File: src/rtl/des_region_scheduler.sv
// Hands a contiguous range of DES key-search regions to a pool of wrappers
// and funnels their {region, counter} results onto one valid/ready stream.
module des_region_scheduler #(
    parameter int NUM_WORKERS = 4,
    parameter int WID_W       = 2
) (
    input  logic                      clk,
    input  logic                      rst,
    input  logic                      start,
    input  logic                      abort,
    input  logic [31:0]               region_base,
    input  logic [31:0]               region_count,
    output logic                      busy,
    output logic                      job_done,
    output logic [32*NUM_WORKERS-1:0] w_cmd,
    output logic [NUM_WORKERS-1:0]    w_cmd_valid,
    output logic [32*NUM_WORKERS-1:0] w_region,
    input  logic [NUM_WORKERS-1:0]    w_cmd_read,
    input  logic [NUM_WORKERS-1:0]    w_done,
    input  logic [64*NUM_WORKERS-1:0] w_counter,
    output logic                      res_valid,
    input  logic                      res_ready,
    output logic [31:0]               res_region,
    output logic [63:0]               res_counter,
    output logic [WID_W-1:0]          res_worker
);

    localparam logic [2:0] W_IDLE   = 3'd0;
    localparam logic [2:0] W_LOAD   = 3'd1;
    localparam logic [2:0] W_GO     = 3'd2;
    localparam logic [2:0] W_RUN    = 3'd3;
    localparam logic [2:0] W_RESULT = 3'd4;
    localparam logic [2:0] W_RST    = 3'd5;

    localparam logic [31:0] CMD_READ    = 32'd0;
    localparam logic [31:0] CMD_START   = 32'd1;
    localparam logic [31:0] CMD_RESTART = 32'd3;

    logic [2:0]             st  [NUM_WORKERS];
    logic [31:0]            rgn [NUM_WORKERS];
    logic [63:0]            cnt [NUM_WORKERS];
    logic [NUM_WORKERS-1:0] hs;
    logic [31:0]            next_region;
    logic [31:0]            remaining;
    logic                   aborting;
    logic [WID_W-1:0]       rr_ptr;
    logic                   all_idle;
    logic                   gnt_ok;
    logic                   alloc;
    logic                   job_end;
    logic                   sel_ok;
    logic                   accept;
    logic [WID_W-1:0]       gnt_idx;
    logic [WID_W-1:0]       sel_idx;

    assign accept = res_valid && res_ready;

    // Lowest idle worker gets the next region; detect end of job
    always_comb begin
        all_idle = 1'b1;
        gnt_ok   = 1'b0;
        gnt_idx  = '0;
        for (int i = NUM_WORKERS - 1; i >= 0; i--) begin
            if (st[i] == W_IDLE) begin
                gnt_ok  = 1'b1;
                gnt_idx = WID_W'(i);
            end else begin
                all_idle = 1'b0;
            end
        end
        alloc   = busy && (remaining != 32'd0) && !aborting && !abort && gnt_ok;
        job_end = busy && all_idle && !res_valid &&
                  ((remaining == 32'd0) || aborting);
    end

    // Round-robin pick: reporting worker closest at or after rr_ptr
    always_comb begin
        int d;
        int best;
        d       = 0;
        best    = NUM_WORKERS;
        sel_ok  = 1'b0;
        sel_idx = '0;
        for (int i = 0; i < NUM_WORKERS; i++) begin
            if (st[i] == W_RESULT) begin
                d = i - int'(rr_ptr);
                if (d < 0) d = d + NUM_WORKERS;
                if (d < best) begin
                    best    = d;
                    sel_ok  = 1'b1;
                    sel_idx = WID_W'(i);
                end
            end
        end
    end

    // Per-worker sequencing: load, start, run, report, restart
    always_ff @(posedge clk or posedge rst) begin
        if (rst) begin
            hs <= '0;
            for (int i = 0; i < NUM_WORKERS; i++) begin
                st[i]  <= W_IDLE;
                rgn[i] <= '0;
                cnt[i] <= '0;
            end
        end else begin
            for (int i = 0; i < NUM_WORKERS; i++) begin
                unique case (st[i])
                    W_IDLE: begin
                        if (alloc && gnt_idx == WID_W'(i)) begin
                            st[i]  <= W_LOAD;
                            rgn[i] <= next_region;
                        end
                    end
                    W_LOAD, W_GO, W_RST: begin
                        if (!hs[i]) begin
                            if (w_cmd_read[i]) hs[i] <= 1'b1;
                        end else if (!w_cmd_read[i]) begin
                            hs[i] <= 1'b0;
                            if (st[i] == W_RST)       st[i] <= W_IDLE;
                            else if (aborting)        st[i] <= W_RST;
                            else if (st[i] == W_LOAD) st[i] <= W_GO;
                            else                      st[i] <= W_RUN;
                        end
                    end
                    W_RUN: begin
                        if (aborting) begin
                            st[i] <= W_RST;
                        end else if (w_done[i]) begin
                            cnt[i] <= w_counter[64*i +: 64];
                            st[i]  <= W_RESULT;
                        end
                    end
                    W_RESULT: begin
                        if (accept && res_worker == WID_W'(i)) st[i] <= W_RST;
                    end
                    default: st[i] <= W_IDLE;
                endcase
            end
        end
    end

    // Command buses follow each worker's phase; valid drops once read is seen
    always_comb begin
        w_cmd       = '0;
        w_cmd_valid = '0;
        w_region    = '0;
        for (int i = 0; i < NUM_WORKERS; i++) begin
            if (st[i] == W_GO)       w_cmd[32*i +: 32] = CMD_START;
            else if (st[i] == W_RST) w_cmd[32*i +: 32] = CMD_RESTART;
            else                     w_cmd[32*i +: 32] = CMD_READ;
            w_cmd_valid[i]       = ((st[i] == W_LOAD) || (st[i] == W_GO) ||
                                    (st[i] == W_RST)) && !hs[i];
            w_region[32*i +: 32] = rgn[i];
        end
    end

    // Registered result slot; the shown worker stays in W_RESULT until taken
    always_ff @(posedge clk or posedge rst) begin
        if (rst) begin
            res_valid   <= 1'b0;
            res_region  <= '0;
            res_counter <= '0;
            res_worker  <= '0;
            rr_ptr      <= '0;
        end else if (accept) begin
            res_valid <= 1'b0;
            rr_ptr    <= (res_worker == WID_W'(NUM_WORKERS - 1)) ? '0 :
                         res_worker + 1'b1;
        end else if (!res_valid && sel_ok) begin
            res_valid   <= 1'b1;
            res_worker  <= sel_idx;
            res_region  <= rgn[sel_idx];
            res_counter <= cnt[sel_idx];
        end
    end

    // Job bookkeeping: region cursor, abort flag, busy and done pulse
    always_ff @(posedge clk or posedge rst) begin
        if (rst) begin
            busy        <= 1'b0;
            job_done    <= 1'b0;
            aborting    <= 1'b0;
            next_region <= '0;
            remaining   <= '0;
        end else begin
            job_done <= 1'b0;
            if (!busy) begin
                if (start) begin
                    busy        <= 1'b1;
                    aborting    <= 1'b0;
                    next_region <= region_base;
                    remaining   <= region_count;
                end
            end else begin
                if (abort) aborting <= 1'b1;
                if (alloc) begin
                    next_region <= next_region + 32'd1;
                    remaining   <= remaining - 32'd1;
                end
                if (job_end) begin
                    busy     <= 1'b0;
                    aborting <= 1'b0;
                    job_done <= 1'b1;
                end
            end
        end
    end

endmodule

File: config.mk
export PLATFORM = sky130hd
export DESIGN_NAME = des_region_scheduler
export DESIGN_NICKNAME = d
export VERILOG_FILES = /design/src/rtl/des_region_scheduler.sv
export SDC_FILE = /design/constraint.sdc
export NUM_CORES = 1
export LEC_CHECK = 0
export BUFFER_PORTS_ARGS = -buffer_cell sky130_fd_sc_hd__buf_2
export CORE_UTILIZATION = 38
export CTS_CLUSTER_DIAMETER = 80
export DETAILED_ROUTE_END_ITERATION = 8
export GPL_TIMING_DRIVEN = 0
export PLACE_DENSITY = 0.62
export REMOVE_ABC_BUFFERS = 1
export SLEW_MARGIN = 0
export SYNTH_ARGS = -nofsm -noshare
export SYNTH_HDL_FRONTEND = slang
export SYNTH_SLANG_ARGS = --single-unit
File: constraint.sdc
create_clock -name clk -period 40.6 [get_ports clk]
set_input_delay 6.09 -clock clk [delete_from_list [all_inputs] [get_ports clk]]
set_output_delay 6.09 -clock clk [all_outputs]
set_load 0.005 [all_outputs]
* Yosys cells after proc, flatten, opt, wreduce, memory -nomap -nowiden *
Index checks and enable logic that the tools add are counted.

cells by class
  $add $sub $neg = 11
  multipliers = 0
  div/mod/pow operators = 0
  $lt $le $gt $ge = 9
  eq/ne operators = 48
  shift-type cells = 0
  muxes and demuxes = 115
  bitwise operators = 3
  reductions and logical operators = 66

operator list
  operator                                                                  count
  32-bit two-way mux                                                        22
  64-bit binary-select mux with 2-bit select                                1
  64-bit two-way mux                                                        2
  32-bit < comparator                                                       3
  3-bit two-way mux                                                         32
  32-bit binary-select mux with 2-bit select                                1
  3-bit case mux with 4 select lines                                        4
  1-bit two-way mux                                                         36
  2-bit two-way mux                                                         17
  32-bit by 1-bit adder with 32-bit output (second input constant)          1
  32-bit logical NOT                                                        1
  32-bit by 4-bit < comparator with 1-bit output (second input constant)    1
  32-bit nonzero test                                                       1
  32-bit by 1-bit subtractor with 32-bit output (second input constant)     1
  3-bit by 2-bit equality test with 1-bit output (second input constant)    8
  3-bit equality test (second input constant)                               8
  1-bit logical AND                                                         21
  3-bit by 4-bit adder with 5-bit output (second input constant)            4
  5-bit AND reduction                                                       4
  2-bit by 1-bit inequality test with 1-bit output (second input constant)  9
  2-bit inequality test (second input constant)                             8
  2-bit AND reduction                                                       7
  3-bit by 1-bit equality test with 1-bit output (second input constant)    4
  3-bit logical NOT                                                         4
  other kinds (17)                                                          52

storage, ports and cells
  register bits = 568
  bits in latches = 0
  memory bits (writable) = 0
  memory bits (read-only) = 0
  bits of input ports = 333
  output and inout bits = 361
  logic and storage cells = 278
  memories = 0

* Logic depth before layout (Yosys ltp) *
  word-level depth = 20
  gate-level depth with buffers = 19
  mapped depth without buffers = 16

* Least setup slack after synthesis *
Ideal clock, no wire load.

  path type = input to register
  from = in abort
  to = reg rgn (netlist bit w_region[64])
  setup time = 0.125 ns
  arrival time = 7.814 ns
  data required time = 40.475 ns
  path slack = 32.661 ns
  stages on the path = 5
  path buffers = 1
  path through = or3_1 -> or4_4 -> nor4_4 -> buf_6 -> mux2_4

between the ends
  cells in the longest elaborated chain, start to end = 5

RTL lines
  what                             RTL line  text
  start, declared                  10        input logic abort,
  1-bit logical NOT                71        alloc = busy && (remaining != 32'd0) && !aborting && !abort && gnt_ok;
  1-bit logical AND (2 in series)  71
  1-bit logical AND                110       if (alloc && gnt_idx == WID_W'(i)) begin
  2-bit AND reduction (no line)    --
  end signal, assigned by index    112       rgn[i] <= next_region;
  end, declared                    40        logic [31:0] rgn [NUM_WORKERS];

No other way between the ends.
A chain may end at the register's enable or synchronous reset.

* Worst setup path after layout *
  from = in abort
  to = reg rgn (netlist bit w_region[114])

The elaborated chain is that of the path after synthesis.

==> results_dict.tcl <==
set metrics [dict create \
    htree_levels 3 \
    setup_violations 0 \
    grt_pass1_vias 21450 \
    initial_core_util 0.3867 \
    ys.flop_type "dfrtp_1" \
    synthTopCellsByArea "dfrtp_1 (52%), mux2_2 (14%), a21oi_1 (3.5%)" \
    synthDistinctLibCells 71 \
    num_io_pins 694 \
    critPathRequiredTime_ns 41.07 \
    track_usage 0.2464 \
    num_vias 22080 \
    die_h_um 269.6 \
    die-area_sq_um 72700 \
    synthTopCellsByCount "dfrtp_1 (568), mux2_2 (340), nor2_1 (217)" \
    critical-path-max-stage-delay_ns 0.85 \
    seq_area_frac_synth 0.5222 \
    fin_setup_tns_ns 0 \
    die_w_um 269.6 \
    totalWireLength_mm 91.83 \
    r2r_slack_ns 35.41 \
    synth_top_area_share 0.5222 \
    cts-root-buf "clkbuf_16" \
    via_per_inst 5.504 \
    power.density_nw_per_um2 74.77 \
    drtAntennaViolNets 0 \
    drive_gt1_frac 0.3734 \
    syn_area_per_cell_sq_um 10.95 \
    drtIter0Drc 1611 \
    worst-setup-path-type "primary input to flop" \
    syn-instance-count 2486 \
    fillers 6535 \
    post-route-period-util 0.2012 \
    dp_hpwl_mm 65.37 \
    dp.cells 3887 \
    reg2reg_from "st[11]" \
    hold_class "flop to flop" \
    cts_buffer_depth 3 \
    leakagePower_nw 16.99 \
    wl_per_cell_um 22.89 \
    finalCriticalPeriod_ns 8.168 \
    netlist_area_sq_um 27220 \
    fin_skew_ns 0.03578 \
    num_rows 97 \
    gr-total-overflow 0 \
    hold_start "res_region[10]" \
    maxCapViolCount 0 \
    peakVddDrop_mv 0.06496 \
    path_cells "buf_2, or3_1, or4_4, nor3b_4, buf_8, mux2_2" \
    portBuffers 573 \
    synth_top_area_cell "dfrtp_1" \
    worstMarginPinSlew_ns 1.311 \
    status "finished clean" \
    drc 0 \
    nets 3357 \
    grt_pass1_wl_mm 137.4 \
    synth_edf_count 0 \
    synth_most_common_cell "dfrtp_1" \
    gp_congestion 0.8587 \
    cts_tree "done" \
    maxSlewHeadroom 0.1140 \
    end_kind "flop" \
    dp_slack_ns 31.89 \
    grt_max_degree 106 \
    cts_sinks 568 \
    maxSlewViolCount 0 \
    cts-buffers-inserted 67 \
    synthToLayoutAreaGrowth_pct 23.95 \
    rsz0062_at_grt "false" \
    dpl-instance-area_sq_um 31460 \
    drtPass1Iterations 6 \
    crit_slowest_cell "nor3b_4" \
    worst_hold_slack_ns 0.4765 \
    instances_no_fill 4012 \
    postCtsHoldBufs 0 \
    finalPower_mw 2.522 \
    synth-seq-cells 568 \
    max_freq_mhz 122.4 \
    crit_path_start_kind "primary input" \
    coreArea_sq_um 70390 \
    ys_warn_count 0 \
    final_util 0.4793 \
    finalHoldViolations 0 \
    post-route-worst-setup-slack_ns 32.43 \
    startpoint "abort" \
    cts_resized 0 \
    clock_latency_ns 0.61 \
    async_flop_share 1.000 \
    cp_max_fo 12 \
    clkTransAtPathRegs_ns 0.06 \
    finalInstanceArea_sq_um 33740 \
    postCtsSetupBuffers 0 \
    grt_antenna_before_repair 18 \
    crit_arrival_ns 8.64 \
]
-- area by class of cell --
class	count	area [sq um]	area share
flip-flops and latches	568	14220	0.4214
multi-input cells	1712	11810	0.3500
repair buffers	644	4164	0.1234
clock buffers	100	1973	0.05848
well taps	940	1176	0.03486
clock inverters	17	284.0	0.008418
inverters	23	93.84	0.002781
diodes	8	20.02	0.0005934
-- state kept, by name, indices dropped and copies added (netlist names) --
signal       cells
cnt            256
w_region       128
res_counter     64
next_region     32
remaining       32
res_region      32
st              12
hs               4
res_worker       2
rr_ptr           2
aborting         1
busy             1
job_done         1
res_valid        1
-- final timing paths --
check,endpoint,cells past startpoint
max,w_region[114],6
min,res_region[10],2
max reg2reg,res_counter[48],16
min reg2reg,res_region[10],2
max in group asynchronous,res_counter[61],5
min in group asynchronous,res_counter[45],2
-- critical path, delay by kind of cell --
| family | cells | cell delay [ns] |
|---|---|---|
| mux | 1 | 0.36 |
| buf+inv | 2 | 0.38 |
| simple gates | 3 | 1.78 |
-- power breakdown --
group          switching, mW  internal [mW]  total [mW]
Sequential             0.142          0.695       0.837
Combinational          0.633          0.436        1.07
Clock                  0.252          0.365       0.617
-- cells by family after synthesis --
kind of cell | count (synthesis) | share of synthesized area
adders and majority gates | 8 | 0.003678
and+or+nand+nor | 545 | 0.08950
muxes | 390 | 0.1654
DFF | 568 | 0.5222
other | 1 | 0.0001378
buffers and inverters | 325 | 0.06459
AOI/OAI and AO/OA | 647 | 0.1538
xor gates and xnor gates | 2 | 0.0006437
-- layout by cell type (no fill, tap or decap), types with 21 or more instances in the layout --
cell,n
a311oi_1,30
o21ai_1,39
nor2_1,215
nand2_1,183
buf_8,27
o32a_1,66
dfrtp_1,567
o21ai_0,97
mux2_4,30
conb_1,120
mux2_2,340
a21oi_1,186
clkbuf_16,69
buf_2,573
o22ai_1,94
inv_1,21
a211oi_1,67
nand3_1,26
-- layer usage --
layer,part of all wire,vias to the layer above,global-route usage
met5,0.0013,-,0
met4,0.029,18,0.07715
met3,0.070,177,0.05735
met2,0.49,812,0.4133
met1,0.41,11200,0.3139
li1,-,9871,-
(Power assumes the default switching activity.)
